==> src/rtl/alu_pkg.sv <==
// Shared opcodes, FSM state type and opcode legality helper for the
// sequential N-bit ALU.
package alu_pkg;

  localparam logic [3:0] ALU_AND = 4'b0000;
  localparam logic [3:0] ALU_OR  = 4'b0001;
  localparam logic [3:0] ALU_ADD = 4'b0010;
  localparam logic [3:0] ALU_SUB = 4'b0110;
  localparam logic [3:0] ALU_SLT = 4'b0111;
  localparam logic [3:0] ALU_NOR = 4'b1100;
  localparam logic [3:0] ALU_MUL = 4'b1000;

  typedef enum logic [1:0] {
    IDLE,
    EXEC,
    MUL,
    DONE
  } state_e;

  function automatic logic is_legal_op(input logic [3:0] op);
    case (op)
      ALU_AND, ALU_OR, ALU_ADD, ALU_SUB,
      ALU_SLT, ALU_NOR, ALU_MUL: return 1'b1;
      default:                   return 1'b0;
    endcase
  endfunction

endpackage

==> src/rtl/alu_seq_nbit_if.sv <==
// Request/result bundle between the register-read stage (master) and the
// sequential ALU (slave).
interface alu_seq_nbit_if #(
  parameter int WIDTH = 32
);
  logic             start;
  logic [3:0]       alu_ctrl;
  logic [WIDTH-1:0] src_a;
  logic [WIDTH-1:0] src_b;
  logic             ready;
  logic             busy;
  logic             done;
  logic [WIDTH-1:0] result;
  logic [WIDTH-1:0] result_hi;
  logic             zero;
  logic             overflow;
  logic             carry_out;
  logic             illegal;

  modport master (
    output start, alu_ctrl, src_a, src_b,
    input  ready, busy, done, result, result_hi,
           zero, overflow, carry_out, illegal
  );

  modport slave (
    input  start, alu_ctrl, src_a, src_b,
    output ready, busy, done, result, result_hi,
           zero, overflow, carry_out, illegal
  );
endinterface

==> src/rtl/alu_nbit_comb.sv <==
// Combinational N-bit ALU slice: shared adder/subtractor with signed
// overflow and set-less-than, plus the bitwise operations.
module alu_nbit_comb
  import alu_pkg::*;
#(
  parameter int WIDTH = 32
) (
  input  logic [WIDTH-1:0] a_i,
  input  logic [WIDTH-1:0] b_i,
  input  logic [3:0]       ctrl_i,
  output logic [WIDTH-1:0] sum_o,
  output logic [WIDTH-1:0] result_o,
  output logic             carry_o,
  output logic             overflow_o
);

  logic             sub;
  logic             arith;
  logic [WIDTH-1:0] b_eff;
  logic [WIDTH:0]   sum_full;
  logic             carry_into_msb;
  logic             ovf;
  logic             set;

  // Subtraction is a + ~b + 1 through the same adder.
  assign sub      = (ctrl_i == ALU_SUB) || (ctrl_i == ALU_SLT);
  assign arith    = sub || (ctrl_i == ALU_ADD);
  assign b_eff    = sub ? ~b_i : b_i;
  assign sum_full = {1'b0, a_i} + {1'b0, b_eff} + {{WIDTH{1'b0}}, sub};
  assign sum_o    = sum_full[WIDTH-1:0];

  // Carry into the MSB recovered from the MSB sum bit and its inputs.
  assign carry_into_msb = a_i[WIDTH-1] ^ b_eff[WIDTH-1] ^ sum_full[WIDTH-1];
  assign ovf            = carry_into_msb ^ sum_full[WIDTH];
  assign set            = sum_full[WIDTH-1] ^ ovf;

  assign carry_o    = arith & sum_full[WIDTH];
  assign overflow_o = arith & ovf;

  // Result select; illegal opcodes (and MUL, handled elsewhere) give zero.
  always_comb begin
    // NOTE: result_o gets a default before the case so no path leaves it unassigned (no latch).
    result_o = '0;
    case (ctrl_i)
      ALU_AND:          result_o = a_i & b_i;
      ALU_OR:           result_o = a_i | b_i;
      ALU_NOR:          result_o = ~(a_i | b_i);
      ALU_ADD, ALU_SUB: result_o = sum_full[WIDTH-1:0];
      ALU_SLT:          result_o = {{(WIDTH-1){1'b0}}, set};
      default:          result_o = '0;
    endcase
  end

endmodule

==> src/rtl/alu_seq_nbit.sv <==
// Registered N-bit ALU: single-cycle logic/arithmetic ops and a WIDTH-cycle
// unsigned shift-add multiply, behind a start/ready handshake.
// Handshake flags are written inside each state's branch, so every flag
// appears one cycle after its state: done pulses the cycle after DONE, and
// ready rises one cycle after that.
module alu_seq_nbit
  import alu_pkg::*;
#(
  parameter int WIDTH = 32
) (
  input  logic           clk,
  input  logic           rst_n,
  alu_seq_nbit_if.slave  bus
);

  localparam int CNT_W = $clog2(WIDTH) + 1;

  state_e           state_q;
  logic [3:0]       op_q;
  logic [WIDTH-1:0] a_q, b_q;
  logic [WIDTH-1:0] hi_q, lo_q;
  logic [CNT_W-1:0] cnt_q;
  logic [WIDTH-1:0] result_q, result_hi_q;
  logic             zero_q, ovf_q, carry_q, ill_q;
  logic             ready_q, busy_q, done_q;

  logic [WIDTH-1:0] comb_a, comb_b, comb_sum, comb_result;
  logic [3:0]       comb_op;
  logic             comb_carry, comb_ovf;
  logic [WIDTH-1:0] mul_hi_d, mul_lo_d;

  // During MUL the adder adds the multiplicand (or 0) into the upper accumulator.
  always_comb begin
    comb_a  = a_q;
    comb_b  = b_q;
    comb_op = op_q;
    if (state_q == MUL) begin
      comb_a  = hi_q;
      comb_b  = lo_q[0] ? a_q : '0;
      comb_op = ALU_ADD;
    end
  end

  alu_nbit_comb #(.WIDTH(WIDTH)) u_comb (
    .a_i        (comb_a),
    .b_i        (comb_b),
    .ctrl_i     (comb_op),
    .sum_o      (comb_sum),
    .result_o   (comb_result),
    .carry_o    (comb_carry),
    .overflow_o (comb_ovf)
  );

  // One shift-add step: {carry, sum, lo} shifted right by one.
  assign mul_hi_d = {comb_carry, comb_sum[WIDTH-1:1]};
  assign mul_lo_d = {comb_sum[0], lo_q[WIDTH-1:1]};

  // Control FSM with registered datapath and handshake outputs.
  always_ff @(posedge clk) begin
    // NOTE: non-blocking assignments so every register here samples pre-edge values.
    if (!rst_n) begin
      state_q     <= IDLE;
      op_q        <= ALU_AND;
      a_q         <= '0;
      b_q         <= '0;
      hi_q        <= '0;
      lo_q        <= '0;
      cnt_q       <= '0;
      result_q    <= '0;
      result_hi_q <= '0;
      zero_q      <= 1'b1;
      ovf_q       <= 1'b0;
      carry_q     <= 1'b0;
      ill_q       <= 1'b0;
      ready_q     <= 1'b1;
      busy_q      <= 1'b0;
      done_q      <= 1'b0;
    end else begin
      case (state_q)
        IDLE: begin
          done_q <= 1'b0;
          if (bus.start && ready_q) begin
            op_q    <= bus.alu_ctrl;
            a_q     <= bus.src_a;
            b_q     <= bus.src_b;
            hi_q    <= '0;
            lo_q    <= bus.src_b;
            cnt_q   <= '0;
            ill_q   <= 1'b0;
            ready_q <= 1'b0;
            busy_q  <= 1'b1;
            state_q <= (bus.alu_ctrl == ALU_MUL) ? MUL : EXEC;
          end else begin
            ready_q <= 1'b1;
          end
        end
        EXEC: begin
          result_q    <= comb_result;
          result_hi_q <= '0;
          zero_q      <= (comb_result == '0);
          ovf_q       <= comb_ovf;
          carry_q     <= comb_carry;
          ill_q       <= !is_legal_op(op_q);
          state_q     <= DONE;
        end
        MUL: begin
          if (cnt_q == CNT_W'(WIDTH)) begin
            result_q    <= lo_q;
            result_hi_q <= hi_q;
            zero_q      <= (lo_q == '0) && (hi_q == '0);
            ovf_q       <= 1'b0;
            carry_q     <= 1'b0;
            state_q     <= DONE;
          end else begin
            hi_q  <= mul_hi_d;
            lo_q  <= mul_lo_d;
            cnt_q <= cnt_q + CNT_W'(1);
          end
        end
        DONE: begin
          done_q  <= 1'b1;
          busy_q  <= 1'b0;
          state_q <= IDLE;
        end
        default: state_q <= IDLE;
      endcase
    end
  end

  assign bus.ready     = ready_q;
  assign bus.busy      = busy_q;
  assign bus.done      = done_q;
  assign bus.result    = result_q;
  assign bus.result_hi = result_hi_q;
  assign bus.zero      = zero_q;
  assign bus.overflow  = ovf_q;
  assign bus.carry_out = carry_q;
  assign bus.illegal   = ill_q;

endmodule
==> src/flat_wrapper.sv <==
// flat-port wrapper written by rule: the top's interface ports become plain ports
module alu_seq_nbit_flat import alu_pkg::*;
#(
  parameter int WIDTH = 32
)
  (clk, rst_n, bus_start, bus_alu_ctrl, bus_src_a, bus_src_b, bus_ready, bus_busy, bus_done, bus_result, bus_result_hi, bus_zero, bus_overflow, bus_carry_out, bus_illegal);
  alu_seq_nbit_if #(.WIDTH(WIDTH)) bus_i ();
  input  logic clk;
  input  logic rst_n;
  input wire logic [$bits(bus_i.start)-1:0] bus_start;
  input wire logic [$bits(bus_i.alu_ctrl)-1:0] bus_alu_ctrl;
  input wire logic [$bits(bus_i.src_a)-1:0] bus_src_a;
  input wire logic [$bits(bus_i.src_b)-1:0] bus_src_b;
  output wire logic [$bits(bus_i.ready)-1:0] bus_ready;
  output wire logic [$bits(bus_i.busy)-1:0] bus_busy;
  output wire logic [$bits(bus_i.done)-1:0] bus_done;
  output wire logic [$bits(bus_i.result)-1:0] bus_result;
  output wire logic [$bits(bus_i.result_hi)-1:0] bus_result_hi;
  output wire logic [$bits(bus_i.zero)-1:0] bus_zero;
  output wire logic [$bits(bus_i.overflow)-1:0] bus_overflow;
  output wire logic [$bits(bus_i.carry_out)-1:0] bus_carry_out;
  output wire logic [$bits(bus_i.illegal)-1:0] bus_illegal;
  assign bus_i.start = bus_start;
  assign bus_i.alu_ctrl = bus_alu_ctrl;
  assign bus_i.src_a = bus_src_a;
  assign bus_i.src_b = bus_src_b;
  assign bus_ready = bus_i.ready;
  assign bus_busy = bus_i.busy;
  assign bus_done = bus_i.done;
  assign bus_result = bus_i.result;
  assign bus_result_hi = bus_i.result_hi;
  assign bus_zero = bus_i.zero;
  assign bus_overflow = bus_i.overflow;
  assign bus_carry_out = bus_i.carry_out;
  assign bus_illegal = bus_i.illegal;
  alu_seq_nbit #(.WIDTH(WIDTH)) u_core (.clk(clk), .rst_n(rst_n), .bus(bus_i));
endmodule
==> config.mk <==
export PLATFORM = sky130hd
export DESIGN_NAME = alu_seq_nbit_flat
export DESIGN_NICKNAME = d
export VERILOG_FILES = /design/src/rtl/alu_pkg.sv /design/src/rtl/alu_seq_nbit_if.sv /design/src/rtl/alu_nbit_comb.sv /design/src/rtl/alu_seq_nbit.sv /design/src/flat_wrapper.sv
export SDC_FILE = /design/constraint.sdc
export NUM_CORES = 1
export LEC_CHECK = 0
export CAP_MARGIN = 30
export CORE_ASPECT_RATIO = 1.4
export CORE_UTILIZATION = 58
export DETAILED_ROUTE_END_ITERATION = 12
export PLACE_DENSITY = 0.82
export SLEW_MARGIN = 10
export SYNTH_ARGS = -nofsm -noshare
export SYNTH_HDL_FRONTEND = slang
export SYNTH_HIERARCHICAL = 1
export SYNTH_SLANG_ARGS = --single-unit
==> constraint.sdc <==
create_clock -name clk -period 7.45 [get_ports clk]
set_input_delay 1.1175 -clock clk [delete_from_list [all_inputs] [get_ports clk]]
set_output_delay 1.1175 -clock clk [all_outputs]
set_load 0.02 [all_outputs]
==> results of run 1 <==
registers in the layout, indices dropped and copies added (netlist names):
register,count
u_core/bus.ready,1
u_core/b_q,32
u_core/bus.overflow,1
u_core/bus.zero,1
u_core/bus.carry_out,1
u_core/bus.done,1
u_core/state_q,2
u_core/hi_q,32
u_core/op_q,4
u_core/cnt_q,6
u_core/bus.result_hi,32
u_core/bus.busy,1
u_core/bus.result,32
u_core/bus.illegal,1
u_core/lo_q,32
u_core/a_q,32
layout make-up:
class	count	area share, %
clock buffer	30	4.17
timing repair buffer	159	10.1
tap	301	2.45
sequential	211	27.5
inverter	52	1.27
clock inverter	9	0.570
multi-input combinational	1266	53.9
cells in the mapped netlist (8+ instances only):
| cell type | number | area [um^2] |
|---|---|---|
| a21boi_0 | 119 | 893 |
| a21boi_1 | 20 | 150 |
| a21o_1 | 49 | 368 |
| a21oi_1 | 45 | 225 |
| a221o_1 | 12 | 120 |
| a221oi_2 | 29 | 435 |
| a222oi_1 | 15 | 150 |
| a31oi_1 | 11 | 68.8 |
| and2_1 | 8 | 50.1 |
| and3_1 | 8 | 50.1 |
| buf_1 | 16 | 60.1 |
| buf_2 | 26 | 130 |
| clkbuf_1 | 80 | 300 |
| dfxtp_1 | 211 | 4220 |
| ha_1 | 42 | 526 |
| inv_1 | 52 | 195 |
| mux2_2 | 32 | 360 |
| mux2i_1 | 36 | 360 |
| nand2_1 | 294 | 1100 |
| nand3_1 | 114 | 571 |
| nand4_1 | 18 | 113 |
| nor2_1 | 94 | 353 |
| nor2b_1 | 39 | 244 |
| nor3_1 | 25 | 125 |
| nor4_1 | 25 | 156 |
| o211a_1 | 35 | 350 |
| o21ai_0 | 65 | 325 |
| xnor2_1 | 50 | 438 |
| xor2_1 | 11 | 96.3 |
cell families (layout without fill, tap and decap cells):
group	count (synthesis)	after routing	synth area share, %
DFF	211	211	31.9
and+or+nand+nor	647	647	22.3
buffers and inverters	185	250	5.91
AOI/OAI and AO/OA	447	447	26.4
muxes	68	68	5.44
adders and majority gates	43	43	4.12
xor gates and xnor gates	61	61	4.03
power by group:
group	switching (mW)	leakage [nW]	internal, mW
sequential	0.176	1.72	1.32
clock	0.469	0.359	0.641
combinational	1.63	4.11	0.879
total	2.28	6.18	2.84
stage by stage:
step / hold slack (ns) / instance area, um^2
floorplan: 0.443 / 13200
global route: 0.483 / 15400
CTS: 0.467 / 15400
finish: 0.464 / 15400
detailed placement: 0.458 / 14600
global placement: 0.451 / 14600
routing by layer:
metal / track usage [%] / part of all wire, % / up-vias
li1: - / - / 6000
met1: 43.8 / 41 / 5942
met5: 0 / 0 / -
met4: 16.7 / 5.1 / 0
met2: 54.9 / 46 / 536
met3: 5.15 / 7.5 / 129
worst max path at each step:
stage,from,end,cells past startpoint
final,u_core/state_q[0],u_core/bus.zero,19
after CTS,u_core/state_q[0],u_core/bus.zero,19
after global routing,u_core/state_q[0],u_core/bus.zero,19
after global placement,u_core/state_q[0],u_core/bus.zero,19
after detailed placement,u_core/state_q[0],u_core/bus.zero,19
after floorplan,u_core/state_q[0],u_core/bus.zero,24
critical path: cells and delay by family (launching register included):
family | cells | cell delay [ns]
AOI/OAI and AO/OA | 7 | 1.63
and+or+nand+nor | 6 | 1.73
adders and majority gates | 2 | 0.64
xor gates and xnor gates | 2 | 0.36
buffers and inverters | 2 | 0.58
DFF | 1 | 0.36
==> out/summary.txt, run 1 <==
Max-cap violations: 0
FF-to-FF path depth: 19
Fillers: 1917
Worst path cell trace: inv_1, ha_4, nor2b_1, nand3b_1, buf_4, xnor2_1, ha_1, a31o_2, a221oi_2, or4_4, a21oi_4, o21ai_2, xnor2_1, a21o_1, nor4_1, nand4_1, nor3_1, a221oi_1, o21ai_0
Root Driver: clkbuf_16
Drt drc: 0
Largest net degree at the start of global routing: 107
Initial Utilization: 59.0%
Area Overhead vs Synth: 16.1%
Ys async rst share: 0%
Post-synth EDFFs: 0
Post-CTS setup buffers: 0
Average wire per standard cell: 20.0 um
Critical Path RT: 7.90 ns
Nets: 1826
Max Buffers Root-to-Sink: 3
Most frequent cells in the layout: nand2_1, dfxtp_1, clkdlybuf4s50_1, a21boi_0, nand3_1
Post-layout min period: 5.42 ns
Crit path arrival time: 5.87 ns
Sequential element share of the synthesized area: 31.9%
Critical path class: register to register
Multi-input gate area: 0.00829 mm^2
Detailed Route WL: 40.5 mm
Ports: 142
Hold Path End: u_core/bus.result_hi[20]
Flops & latches, synth: 211
Reg-to-reg endpoint: u_core/bus.zero
CTS Buf Count: 22
WHS Path Cells: 2
Buffers on Ports: 141
Final TNS setup: 0 ns
Initial antenna violation count: 0
Die H: 181 um
Dpl cells: 1989
CP Capture Type: register
Die width: 130 um
CP max-delay cell: nor2b_1
Static Leak: 6.18 nW
Storage element area: 0.00422 mm^2
# rows: 65
Non-Filler Instances: 2028
Crit path launch type: register
Status: completed
Layout cells sized above 1: 7.99%
Synthesized area: 0.0132 mm^2
Count of pins over their slew limit: 0
Grt ovf: 0
Yosys warning total: 6
Total power: 5.12 mW
Reg clk slew, reported paths: 0.07 ns
Syn_nets: 1776
Post-DRT Antenna Nets: 0
Via density: 6.22
GRT Overall Usage: 34.0%
Synth cell types: 66
Final core utilization: 68.5%
Initial DRC count: 1187
PwrDens: 333 mW/mm^2
Clock Skew: 0.0150 ns
Slowest stage delay, CP: 0.50 ns
Peak VDD IR: 356 uV
Gpl congestion: 0.997
Die area: 0.0235 mm^2
Commonest non-fill, non-tap cell in the layout: nand2_1
Post_cts resized: 0
Worst-Margin Slew: 0.977 ns
Drt pass-1 iters: 8
Post-Place Setup Slack: 2.14 ns
Antenna cell count: 0
CTS Hold Bufs: 0
Sink Count: 211
Most used cell, CP: xnor2_1
CP Max Fanout: 53
Hold path startpoint: u_core/bus.result_hi[20]
FF-to-FF Start: u_core/state_q[0]
CTS tree: yes
Hold Path Class: register to register
Setup violators final: 0
Worst skew pair latency: 0.52 ns
Detailed-placement wirelength estimate: 28.3 mm
Final hold vios: 0
First-pass GRT wire length: 62.8 mm
R2R setup slack: 2.03 ns
Core area: 0.0224 mm^2
DR vias: 12600
Tcrit/Tclk final: 72.8%
Mapped Cells: 1662
Final WS setup: 2.03 ns
Top FF cell, synth: dfxtp_1
Fmax: 184 MHz
Slew margin rel.: 34.9%
Per-instance average area after synthesis: 7.97 um^2
RSZ-0062 raised after global routing: false
H-tree depth: 1
Vias in the first global route: 11700
Note: power is estimated with default switching activity, not from simulation.
==> run 2: changes to the inputs <==
- clock period: 7.45 -> 5.4 ns (I/O delays scaled with it)
==> run 2 against run 1 <==
Utilization is 0.65 points higher. Power is 41% higher. Worst setup slack worse by 1.5 ns. Flip-flop and latch count stayed put. Clock skew is 0.00053 ns lower. Critical path depth is 1 higher. Sequential power is 38% higher. Via count is 1.9% higher. Register-to-register slack worse by 1.5 ns. Clock-buffer cell count is 1 higher. Final cell count is 0.44% higher. Worst hold slack worse by 0.0021 ns. Critical endpoint unchanged. Largest cell class unchanged. Highest routed layer unchanged.
==> out/summary.txt, run 2 (synthesis gave the netlist of run 1 again) <==
Status: completed
FF-to-FF path depth: 20 (+1)
Slew margin rel.: 32.2% (-2.6 points)
WHS Path Cells: 2 (unchanged)
Critical Path End: u_core/bus.zero
Non-Filler Instances: 2037 (+0.44%)
Crit path launch: u_core/state_q[0]
Detailed-placement wirelength estimate: 30.0 mm (+6.2%)
Die width: 130 um (unchanged)
CP Capture Type: register
P_int: 4.05 mW (+42%)
Max-cap violations: 0 (unchanged)
RSZ-0062 raised after global routing: false
Worst skew pair latency: 0.52 ns (about the same)
CTS tree: yes
R2R setup slack: 0.52 ns (-1.51 ns)
Worst-Margin Slew: 1.02 ns (+0.0396 ns)
Tcrit/Tclk final: 90.5% (+18 points)
Clock share of power: 22.3% (+0.6 points)
Core area: 0.0224 mm^2 (unchanged)
P_sw: 3.17 mW (+39%)
Antenna cell count: 0 (unchanged)
Peak VDD IR: 585 uV (+65%)
Reg-to-reg endpoint: u_core/bus.zero
Ports: 142 (unchanged)
Crit path arrival time: 5.33 ns (-0.54 ns)
CTS Buf Count: 22 (unchanged)
Initial Utilization: 59.0% (unchanged)
Grt ovf: 0 (unchanged)
Drt drc: 0 (unchanged)
Clock Skew: 0.0144 ns (-0.000532 ns)
DR vias: 12800 (+1.9%)
Critical Path RT: 5.85 ns (-2.05 ns)
Gpl congestion: 0.964 (-3.3%)
Average wire per standard cell: 20.7 um (+3.4%)
Final TNS setup: 0 ns (unchanged)
Detailed Route WL: 42.1 mm (+3.9%)
Die area: 0.0235 mm^2 (unchanged)
Buffers on Ports: 141 (unchanged)
Die H: 181 um (unchanged)
Setup violators final: 0 (unchanged)
GRT Overall Usage: 35.3% (+1.2 points)
Post_cts resized: 0 (unchanged)
# rows: 65 (unchanged)
Post-DRT Antenna Nets: 0 (unchanged)
Hold Path Class: register to register
Largest net degree at the start of global routing: 98 (-8.4%)
Crit path launch type: register
Post-layout min period: 4.88 ns (-0.540 ns)
First-pass GRT wire length: 64.7 mm (+3.0%)
Slowest stage delay, CP: 0.44 ns (-0.06 ns)
Initial antenna violation count: 0 (unchanged)
PwrDens: 465 mW/mm^2 (+40%)
Nets: 1836 (+0.55%)
Combinational share of power: 49.0% (about the same)
Initial DRC count: 1299 (+9.4%)
Reg clk slew, reported paths: 0.07 ns (about the same)
CP Max Fanout: 30 (-43%)
Sequential Power Share: 28.7% (-0.6 points)
Area Overhead vs Synth: 17.2%
CP max-delay cell: nor2b_1
Final hold vios: 0 (unchanged)
CTS Hold Bufs: 0 (unchanged)
Post-CTS setup buffers: 0 (unchanged)
Dpl cells: 1998 (+0.45%)
Switching Share: 43.9% (-0.60 points)
Commonest non-fill, non-tap cell in the layout: nand2_1
Total power: 7.22 mW (+41%)
Sink Count: 211 (unchanged)
H-tree depth: 1 (unchanged)
Max Buffers Root-to-Sink: 3 (unchanged)
Layout cells sized above 1: 8.41% (+0.42 points)
Fmax: 205 MHz (+11%)
Drt pass-1 iters: 6 (-2)
Most frequent cells in the layout: nand2_1, dfxtp_1, clkdlybuf4s50_1, a21boi_0, nand3_1
Root Driver: clkbuf_16
Critical path class: register to register
Via density: 6.31 (+1.5%)
Count of pins over their slew limit: 0 (unchanged)
Static Leak: 6.27 nW (+1.4%)
Worst path cell trace: inv_1, ha_4, nor2b_1, nand3b_1, buf_12, xnor2_1, inv_1, fa_1, nor2b_1, o21ba_2, o211ai_1, a21boi_0, o21bai_1, nand4_1, nand3_1, nor4_1, nand4_1, nor3_1, a221oi_1, o21ai_0
Vias in the first global route: 12000 (+2.9%)
FF-to-FF Start: u_core/state_q[0]
==> run 2: cell count changes in the layout (fill, tap and decap cells not counted), moves of 2 or more <==
cell       change
bufinv_16      +2
buf_4          +6
clkinv_4       -3
buf_12         +3
==> run 2: cell type report <==
class,count,area [um^2]
multi-input cells,1266,8290
fillers,1902,6920
flip-flops and latches,211,4220
repair buffers,169,1680
clock buffers,31,646
well taps,301,377
inverters,52,195
clock inverters,7,110
==> run 2: worst min path at each step <==
stage | endpoint | slack (ns) | start
2_1_floorplan | u_core/b_q[0] | 0.44 | u_core/b_q[0]
3_3_place_gp | u_core/b_q[31] | 0.45 | u_core/b_q[31]
3_5_place_dp | u_core/bus.result_hi[19] | 0.46 | u_core/bus.result_hi[19]
4_1_cts | u_core/bus.result_hi[19] | 0.46 | u_core/bus.result_hi[19]
5_1_grt | u_core/bus.result_hi[20] | 0.48 | u_core/bus.result_hi[20]
6_report | u_core/bus.result_hi[19] | 0.46 | u_core/bus.result_hi[19]
==> run 2: critical path, delay by kind of cell (launching register included) <==
family	cells	cell delay [ns]
buf+inv	3	0.46
fa+ha+maj	2	0.65
compound gates	6	1.13
simple gates	8	2.04
xor+xnor	1	0.17
flops	1	0.36
==> run 2: power groups by stage <==
stage / logic [mW] / registers [mW] / clock network, mW
CTS: 3.45 / 2.07 / 1.62
finish: 3.54 / 2.07 / 1.61
detailed placement: 3.43 / 2.10 / 0
global placement: 3.39 / 2.10 / 0
global route: 3.77 / 2.10 / 1.68
floorplan: 2.33 / 2.14 / 0
==> run 2: routing by layer <==
layer | up-vias | global-route usage, % | routed length (um)
li1 | 6004 | - | -
met1 | 6169 | 44.9 | 17200
met2 | 552 | 57.9 | 19900
met3 | 123 | 5.30 | 3080
met4 | 0 | 16.7 | 1910
met5 | - | 0 | 0
==> run 2: stage by stage <==
| step | utilization, % | instance area [um^2] | hold slack, ns | setup slack, ns |
|---|---|---|---|---|
| after floorplan | - | 13200 | 0.443 | 0.154 |
| after global placement | 65.7 | 14800 | 0.452 | 0.715 |
| after detailed placement | 65.7 | 14800 | 0.456 | 0.596 |
| after CTS | 69.1 | 15500 | 0.464 | 0.584 |
| after global routing | 69.2 | 15500 | 0.483 | 0.0520 |
| final | 69.2 | 15500 | 0.462 | 0.516 |
==> run 3: changes to the inputs <==
- CAP_MARGIN: 30 -> not set
==> run 3 against run 2 <==
Register-to-register slack lost 0.03 ns. Critical path depth is the same. Worst hold slack is essentially flat. Power shrank 0.17%. Clock skew shrank 0.00091 ns. Largest cell class unchanged. Worst setup slack lost 0.025 ns. First-iteration DRC count shrank 6.0%. Utilization shrank 0.067 points.
==> out/summary.txt, run 3 (synthesis gave the netlist of run 1 again) <==
Status: completed
Max Buffers Root-to-Sink: 3 (unchanged)
CTS Hold Bufs: 0 (unchanged)
Final hold vios: 0 (unchanged)
Slew margin rel.: 24.7% (-7.5 points)
Non-Filler Instances: 2036 (-0.049%)
H-tree depth: 1 (unchanged)
Post-DRT Antenna Nets: 0 (unchanged)
Largest net degree at the start of global routing: 98 (unchanged)
Static Leak: 6.26 nW (-0.12%)
Tcrit/Tclk final: 90.9% (+0.47 points)
Detailed Route WL: 42.1 mm (about the same)
Critical path class: register to register
Antenna cell count: 0 (unchanged)
Initial antenna violation count: 0 (unchanged)
Worst-Margin Slew: 1.13 ns (+0.111 ns)
Layout cells sized above 1: 8.36% (-0.053 points)
PwrDens: 465 mW/mm^2 (about the same)
Final TNS setup: 0 ns (unchanged)
Gpl congestion: 0.964 (unchanged)
Via density: 6.25 (-0.83%)
Post-Place Setup Slack: 0.596 ns (unchanged)
Hold Path Class: register to register
Average wire per standard cell: 20.7 um (+0.11%)
# rows: 65 (unchanged)
Final Instance Area: 0.0155 mm^2 (about the same)
CTS Buf Count: 22 (unchanged)
CP Max Fanout: 30 (unchanged)
Area Overhead vs Synth: 17.0% (about the same)
GRT Overall Usage: 35.3% (unchanged)
Final WS setup: 0.490 ns (-0.0252 ns)
Placed Area: 0.0148 mm^2 (unchanged)
CP Capture Type: register
Clock Skew: 0.0135 ns (-0.000913 ns)
Sink Count: 211 (unchanged)
Setup violators final: 0 (unchanged)
Drt pass-1 iters: 8 (+2)
Fillers: 1905 (+0.16%)
Dpl cells: 1998 (unchanged)
Ports: 142 (unchanged)
Post_cts resized: 0 (unchanged)
Die width: 130 um (unchanged)
R2R setup slack: 0.49 ns (-0.03 ns)
Vias in the first global route: 12000 (unchanged)
Post-CTS setup buffers: 0 (unchanged)
Initial Utilization: 59.0% (unchanged)
Buffers on Ports: 141 (unchanged)
Crit path launch type: register
Peak VDD IR: 579 uV (-1.1%)
Post-layout min period: 4.91 ns (+0.0252 ns)
Fmax: 204 MHz (-0.51%)
DR vias: 12700 (-0.88%)
Max-cap violations: 0 (unchanged)
Worst skew pair latency: 0.52 ns (about the same)
Grt ovf: 0 (unchanged)
Commonest non-fill, non-tap cell in the layout: nand2_1
Crit path arrival time: 5.36 ns (+0.03 ns)
Root Driver: clkbuf_16
Nets: 1835 (-0.054%)
Total power: 7.20 mW (-0.17%)
Initial DRC count: 1221 (-6.0%)
Reg clk slew, reported paths: 0.06 ns (about the same)
Drt drc: 0 (unchanged)
Detailed-placement wirelength estimate: 30.0 mm (unchanged)
Die H: 181 um (unchanged)
Count of pins over their slew limit: 0 (unchanged)
CTS tree: yes
First-pass GRT wire length: 64.7 mm (unchanged)
Die area: 0.0235 mm^2 (unchanged)
Core area: 0.0224 mm^2 (unchanged)
Most frequent cells in the layout: nand2_1, dfxtp_1, clkdlybuf4s50_1, a21boi_0, nand3_1
RSZ-0062 raised after global routing: false
Critical Path RT: 5.85 ns (about the same)
-- run 3: cell types whose count changed in the layout (fill, tap and decap cells not counted), sizes merged --
cell,previous run,this run
buf,29,28
-- run 3: metrics by stage --
stage	util, %	hold slack (ns)
2_1_floorplan	-	0.443
3_3_place_gp	65.7	0.452
3_5_place_dp	65.7	0.456
4_1_cts	69.1	0.464
5_1_grt	69.1	0.483
6_report	69.1	0.462
-- run 3: metal layers --
| layer | vias up | GRT usage [%] | wire (um) |
|---|---|---|---|
| met3 | 112 | 5.30 | 3030 |
| met4 | 0 | 16.7 | 1890 |
| li1 | 6012 | - | - |
| met5 | - | 0 | 0 |
| met2 | 514 | 57.9 | 20000 |
| met1 | 6097 | 44.9 | 17200 |
-- run 3: path summary, 6_finish.rpt --
path                                  from                  endpoint  depth (start not counted)
hold reg to reg   u_core/bus.result_hi[19]  u_core/bus.result_hi[19]                          2
hold / removal    u_core/bus.result_hi[19]  u_core/bus.result_hi[19]                          2
setup / recovery         u_core/state_q[0]           u_core/bus.zero                         20
setup reg to reg         u_core/state_q[0]           u_core/bus.zero                         20
-- run 3: cell type report --
cell class	count	area, um^2	area share, %
clock buffer	31	646	4.16
clock inverter	7	110	0.710
inverter	52	195	1.26
multi-input combinational	1266	8290	53.5
sequential	211	4220	27.2
tap	301	377	2.43
timing repair buffer	168	1660	10.7
-- run 3: worst max-delay path: stages, from the launching register on --
cell	delay (ns)
dfxtp_1	0.36
inv_1	0.12
ha_4	0.21
nor2b_1	0.43
nand3b_1	0.23
buf_12	0.25
xnor2_1	0.17
inv_1	0.09
fa_1	0.44
nor2b_1	0.18
o21ba_2	0.18
o211ai_1	0.17
a21boi_0	0.38
o21bai_1	0.18
nand4_1	0.12
nand3_1	0.24
nor4_1	0.39
nand4_1	0.23
nor3_1	0.19
a221oi_1	0.07
o21ai_0	0.18
-- run 3: power breakdown --
group | switching [mW] | internal, mW
Clock | 0.631 | 0.972
Sequential | 0.258 | 1.82
Combinational | 2.27 | 1.25
